--- config.mk ---
export PLATFORM = sky130hd
export DESIGN_NAME = image1_brighten
export DESIGN_NICKNAME = d
export VERILOG_FILES = /design/src/rtl/image1_brighten_pkg.sv /design/src/rtl/image1_brighten_q2.sv /design/src/rtl/image1_brighten.sv
export SDC_FILE = /design/constraint.sdc
export NUM_CORES = 1
export LEC_CHECK = 0
export BUFFER_PORTS_ARGS = -buffer_cell sky130_fd_sc_hd__buf_2
export CAP_MARGIN = 5
export CORE_ASPECT_RATIO = 1.2
export CORE_MARGIN = 4
export CORE_UTILIZATION = 42
export CTS_BUF_LIST = sky130_fd_sc_hd__clkbuf_4
export CTS_CLUSTER_SIZE = 24
export DETAILED_ROUTE_END_ITERATION = 10
export PLACE_DENSITY = 0.63
export SLEW_MARGIN = 20
export SYNTH_ARGS = -nofsm -noshare
export SYNTH_HDL_FRONTEND = slang
export SYNTH_HIERARCHICAL = 1
export SYNTH_SLANG_ARGS = --single-unit
--- constraint.sdc ---
create_clock -name CLK -period 2.5 [get_ports CLK]
set_clock_uncertainty 0.05 [all_clocks]
set_input_delay 0.5 -clock CLK [delete_from_list [all_inputs] [get_ports CLK]]
set_output_delay 0.5 -clock CLK [all_outputs]
set_load 0.03 [all_outputs]
--- src/rtl/image1_brighten_pkg.sv ---
// Shared RIPL stream definitions for the image1 brighten actor: widths, queue states and the
// saturating add used by point-op actors.
package image1_brighten_pkg;

  localparam int unsigned DATA_W_DEF = 8;
  localparam int unsigned COUNT_W    = 16;

  typedef logic [COUNT_W-1:0] count_t;

  // Queue occupancy doubles as the FIFO state.
  localparam logic [1:0] OccEmpty = 2'd0;
  localparam logic [1:0] OccOne   = 2'd1;
  localparam logic [1:0] OccTwo   = 2'd2;

  // Saturating add clamped to w bits; operands must already fit in w bits (w <= 16).
  function automatic logic [15:0] sat_add(input logic [15:0] a, input logic [15:0] b,
                                          input int unsigned w);
    logic [16:0] sum;
    logic [16:0] max_v;
    sum   = {1'b0, a} + {1'b0, b};
    max_v = (17'd1 << w) - 17'd1;
    return (sum > max_v) ? max_v[15:0] : sum[15:0];
  endfunction

endpackage

--- src/rtl/image1_brighten_q2.sv ---
// Two-entry synchronous FIFO with 1-bit wrapping pointers; caller never pushes when full or pops
// when empty.
module image1_brighten_q2
  import image1_brighten_pkg::*;
#(
  parameter int unsigned DATA_W = 8
) (
  input  logic              CLK,
  input  logic              RESET,
  input  logic              push,
  input  logic              pop,
  input  logic [DATA_W-1:0] din,
  output logic [DATA_W-1:0] dout,
  output logic [1:0]        occ
);

  logic [DATA_W-1:0] mem_q [2];
  logic              wr_ptr_q;
  logic              rd_ptr_q;
  logic [1:0]        occ_q;
  logic [1:0]        occ_d;

  always_comb begin
    occ_d = occ_q;
    case (occ_q)
      OccEmpty: if (push) occ_d = OccOne;
      OccOne: begin
        if (push && !pop) occ_d = OccTwo;
        else if (pop && !push) occ_d = OccEmpty;
      end
      OccTwo: if (pop) occ_d = OccOne;
      default: occ_d = OccEmpty;
    endcase
  end

  always_ff @(posedge CLK) begin
    if (RESET) begin
      occ_q    <= OccEmpty;
      wr_ptr_q <= 1'b0;
      rd_ptr_q <= 1'b0;
    end else begin
      occ_q <= occ_d;
      if (push) wr_ptr_q <= ~wr_ptr_q;
      if (pop) rd_ptr_q <= ~rd_ptr_q;
    end
  end

  // Storage needs no reset: occupancy alone says what is valid.
  always_ff @(posedge CLK) begin
    if (!RESET && push) mem_q[wr_ptr_q] <= din;
  end

  assign dout = mem_q[rd_ptr_q];
  assign occ  = occ_q;

endmodule

--- src/rtl/image1_brighten.sv ---
// RIPL brighten actor: adds a saturating offset to each image1 pixel, queues results two deep
// and flags the last pixel of every frame.
module image1_brighten
  import image1_brighten_pkg::*;
#(
  parameter int unsigned DATA_W       = DATA_W_DEF,
  parameter int unsigned OFFSET       = 50,
  parameter int unsigned FRAME_PIXELS = 65536,
  parameter int unsigned CNT_W        = 16
) (
  input  logic               CLK,
  input  logic               RESET,
  input  logic               In1_SEND,
  input  logic [DATA_W-1:0]  In1_DATA,
  input  logic [COUNT_W-1:0] In1_COUNT,
  output logic               In1_ACK,
  input  logic               Out1_RDY,
  input  logic               Out1_ACK,
  output logic               Out1_SEND,
  output logic [DATA_W-1:0]  Out1_DATA,
  output logic [COUNT_W-1:0] Out1_COUNT,
  output logic               FRAME_DONE
);

  localparam logic [CNT_W-1:0] LastIdx = CNT_W'(FRAME_PIXELS - 1);

  logic [1:0]        occ;
  logic [DATA_W-1:0] head;
  logic [DATA_W-1:0] sat_pix;
  logic              push;
  logic              pop;
  logic              frame_last;
  logic [CNT_W-1:0]  cnt_q;
  logic              unused_inputs;

  assign unused_inputs = ^{In1_COUNT, Out1_ACK};

  assign sat_pix = DATA_W'(sat_add(16'(In1_DATA), 16'(OFFSET), DATA_W));

  // Accept never looks at Out1_RDY: a full queue refuses even while it is draining.
  assign push = In1_SEND & (occ != OccTwo) & ~RESET;
  assign pop  = (occ != OccEmpty) & Out1_RDY & ~RESET;

  image1_brighten_q2 #(
    .DATA_W (DATA_W)
  ) u_q2 (
    .CLK   (CLK),
    .RESET (RESET),
    .push  (push),
    .pop   (pop),
    .din   (sat_pix),
    .dout  (head),
    .occ   (occ)
  );

  assign frame_last = (cnt_q == LastIdx);

  always_ff @(posedge CLK) begin
    if (RESET) begin
      cnt_q <= '0;
    end else if (pop) begin
      cnt_q <= frame_last ? '0 : cnt_q + CNT_W'(1);
    end
  end

  assign In1_ACK    = push;
  assign Out1_SEND  = pop;
  assign Out1_DATA  = (occ != OccEmpty && !RESET) ? head : '0;
  assign Out1_COUNT = {{(COUNT_W-1){1'b0}}, pop};
  assign FRAME_DONE = pop & frame_last;

endmodule
==> metrics.md <==
| Metric | Value |
|---|---|
| Run status | finished clean |
| Critical path cell sequence | or2_2 -> nand2_1 -> or4_1 -> nor2_1 -> buf_2 |
| Buffer type at the clock tree root | clkbuf_4 |
| Final-layout worst hold slack | a little over 400 ps |
| Number of search-and-repair iterations in the first detailed-routing pass | 4 |
| P_leak | ~0.91 nW |
| Avg Synthesized Cell Area | 9.83 µm² |
| Global route overflow | 0 |
| Antenna violations before repair | 0 |
| Unique masters post-synth | 44 |
| Avg WL per Cell | 12.4 µm |
| Setup violation total in the final timing report | 0 |
| EDFF count, synth | 16 |
| Parity-gate share of the synthesized area counting xor and xnor cells | 0.0474 |
| Violation count after the first detailed-routing iteration | 44 |
| Fin crit period | approximately 2400 ps |
| Initial core utilization | 0.440 |
| GPL Wtd Cong | approximately 0.73 |
| Main combinational cell family by area after synthesis | simple AND/OR/NAND/NOR gates |
| Detailed-placement wirelength estimate | about 2800 µm |
| Worst hold path type | input port to flop |
| Clock slew at the register clock pins of the worst setup and hold paths | 110 ps |
| PwrDens | 498 nW/µm² |
| Total track usage | 0.127 |
| Post-synthesis share of cell area spent on and, or, nand and nor gates | 0.246 |
| Post-synthesis to final-layout area growth | 10.3% |
| Chip width | 71.5 µm |
| Synthesized-area fraction occupied by adder cells | 0.0246 |
| Final clock period utilization by the worst path | 0.948 |
| Count of buffers from port buffering | 23 |
| Place WS | 212 ps |
| Crit path kind | flop to output pin |
| Vertical die dimension | ~84 µm |
| Flip-flop and latch count after synthesis | 37 |
| Fmax | 422 MHz |
| Vias in the first global route | around 1400 |
| Number of nets in the final layout | between 200 and 300 |
| Cts hold-fix bufs | 0 |
| Drt total wl | around 3700 µm |
| Largest voltage drop on the vdd net | 0.274 mV |
| Seq/Total Area, Yosys | 0.443 |
| Clock latency on the worst-skew pair | 330 ps |
| Async S/R FF share, synth | 0 |
| Endpoint type of the worst setup path | output pin |
| Required time of the critical path | between 1500 and 2000 ps |
| Residual DRC | 0 |
| Largest incremental delay on the critical path | 530 ps |
| Top_reg_cell synth | dfxtp_1 |
| Fraction of the core area covered by cells at the end of the flow | 0.485 |
| Final setup TNS | 0 ps |
| Proportion of synthesized area in mux cells | 0.0443 |
| Library cell contributing the largest single delay on the critical path | or4_1 |
| Largest net degree at the start of global routing | 19 |
| Diode insertion count for antenna repair | 0 |
| Number of synthesis warnings | 6 |
| Fraction of the mapped netlist area in compound gates | 0.108 |
| Post-synthesis instance area | about 2000 µm² |
| Detailed-route via count | between 1500 and 2000 |
| Number of standard cells after synthesis | between 200 and 250 |
| Global-route wire length before repair | between 6000 and 7000 µm |
| Max-capacitance violation count | 0 |
| Number of fillers in the final layout | 443 |
| Setup repair after global routing missed its margin | no |
| Number of hold-slack violations in the final timing report | 0 |
| Std cell rows | 27 |
| Number of slew-limit violations in the final report | 0 |
| Core area | approximately 4600 µm² |
| Total clock buffers created by CTS | 5 |
| TritonCTS clock tree | built |
| Arrival time of data at the critical path endpoint | roughly 1800 ps |
| Area of the die | approximately 6000 µm² |
| Clock H-tree levels | 2 |
| Number of nets still failing antenna checks after routing | 0 |
| Maximum fanout along the worst path | 8 |
| Number of vias per cell after detailed routing | about 5.2 |
| Sinks on the clock net | 37 |
| Maximum root-to-sink buffer count | 2 |
| Final WS setup | approximately 130 ps |
| Sort of element at the start of the critical path | flop |
| Share of post-route cells with drive strength above 1 | 0.236 |
| Count of boundary I/O pins | 56 |
[path summary, 6_finish.rpt]
check | start | slack (ps) | end | cells past startpoint
hold reg to reg | u_q2/occ[0]$_SDFFE_PP0P_ | 440 | u_q2/occ[0]$_SDFFE_PP0P_ | 1
setup / recovery | u_q2/occ[1]$_SDFFE_PP0P_ | 130 | FRAME_DONE | 5
hold / removal | In1_DATA[0] | 410 | u_q2/mem_q[0][0]$_DFFE_PP_ | 2
setup reg to reg | cnt_q[0]$_SDFFE_PP0P_ | 630 | cnt_q[12]$_SDFFE_PP0P_ | 5
[state kept, by name, summed over array words and instances (netlist names), named ones only]
name           count
cnt_q             16
u_q2/mem_q        16
u_q2/occ           2
u_q2/rd_ptr_q      1
u_q2/wr_ptr_q      1
[metrics by stage]
stage / total power [mW] / cell area, µm² / cells
2_1_floorplan: 0.794 / 2090 / 221
3_3_place_gp: 0.817 / 2180 / 286
5_1_grt: 1.18 / 2240 / 295
4_1_cts: 1.13 / 2230 / 294
6_report: 1.12 / 2240 / 295
3_5_place_dp: 0.819 / 2180 / 286
[cell usage after synthesis (all sizes together) (4+ instances only)]
| library cell | instances | area share |
|---|---|---|
| o21ai | 8 | 0.020 |
| nand2 | 12 | 0.022 |
| and3 | 11 | 0.034 |
| dfxtp | 21 | 0.21 |
| o211ai | 4 | 0.015 |
| ha | 4 | 0.025 |
| or4 | 4 | 0.015 |
| a21oi | 12 | 0.030 |
| nand4 | 8 | 0.042 |
| edfxtp | 16 | 0.24 |
| buf | 19 | 0.066 |
| nand2b | 4 | 0.012 |
| nand3 | 8 | 0.020 |
| nor2 | 14 | 0.026 |
| mux2 | 8 | 0.044 |
| inv | 7 | 0.013 |
| xnor2 | 8 | 0.034 |
| or3 | 6 | 0.020 |
[layer usage]
metal,up-vias,global-route usage,share of wire
met2,30,0.218,0.51
met1,705,0.144,0.42
met3,5,0.0371,0.053
met4,0,0.0513,0.015
li1,782,-,-
met5,-,0,0
[worst max-delay path, delay by kind of cell (launching register included)]
| kind | cells | cell delay (ps) |
|---|---|---|
| AND/OR/NAND/NOR | 4 | 870 |
| flip-flops | 1 | 400 |
| buffers and inverters | 1 | 210 |
[final cells by class]
class,instances,area [µm²],share of cell area
multi-input combinational,155,1020,0.454
sequential,37,903,0.402
timing repair buffer,30,168,0.0747
tap,58,72.6,0.0323
clock buffer,7,52.6,0.0234
inverter,7,26.3,0.0117
clock inverter,1,3.75,0.00167
[power by group]
part	switching [mW]	internal [mW]	total [mW]	leakage (nW)
Sequential	0.00756	0.645	0.653	0.314
Clock	0.183	0.130	0.313	0.0338
Combinational	0.102	0.0504	0.152	0.563
Total	0.292	0.825	1.12	0.911
[cell usage in the layout, fill, tap and decap left out, types with 3 or more instances in the layout]
cell	count
buf_2	23
dfxtp_1	19
edfxtp_1	16
conb_1	15
nor2_1	14
nand2_1	12
a21oi_1	12
and3_1	11
nand3_1	8
xnor2_1	8
o21ai_0	8
inv_1	7
clkbuf_4	7
buf_4	7
mux2_2	7
nand4_1	5
o211ai_1	4
or4_1	4
nand2b_1	4
or3_1	4
ha_1	4
o31ai_1	3
xor2_1	3
nor3_1	3
[what timing repair did]
| item | in CTS | in global routing |
|---|---|---|
| setup endpoints to repair | 0 | 1 |
| setup buffers | 0 | 1 |
| resized for setup | 0 | 2 |
[cell families after synthesis]
family,after synthesis
other,1
adders and majority gates,4
DFF,37
AOI/OAI and AO/OA,35
muxes,8
and+or+nand+nor,82
xor gates and xnor gates,11
buffers and inverters,29
Note: power is estimated with default switching activity, not from simulation.
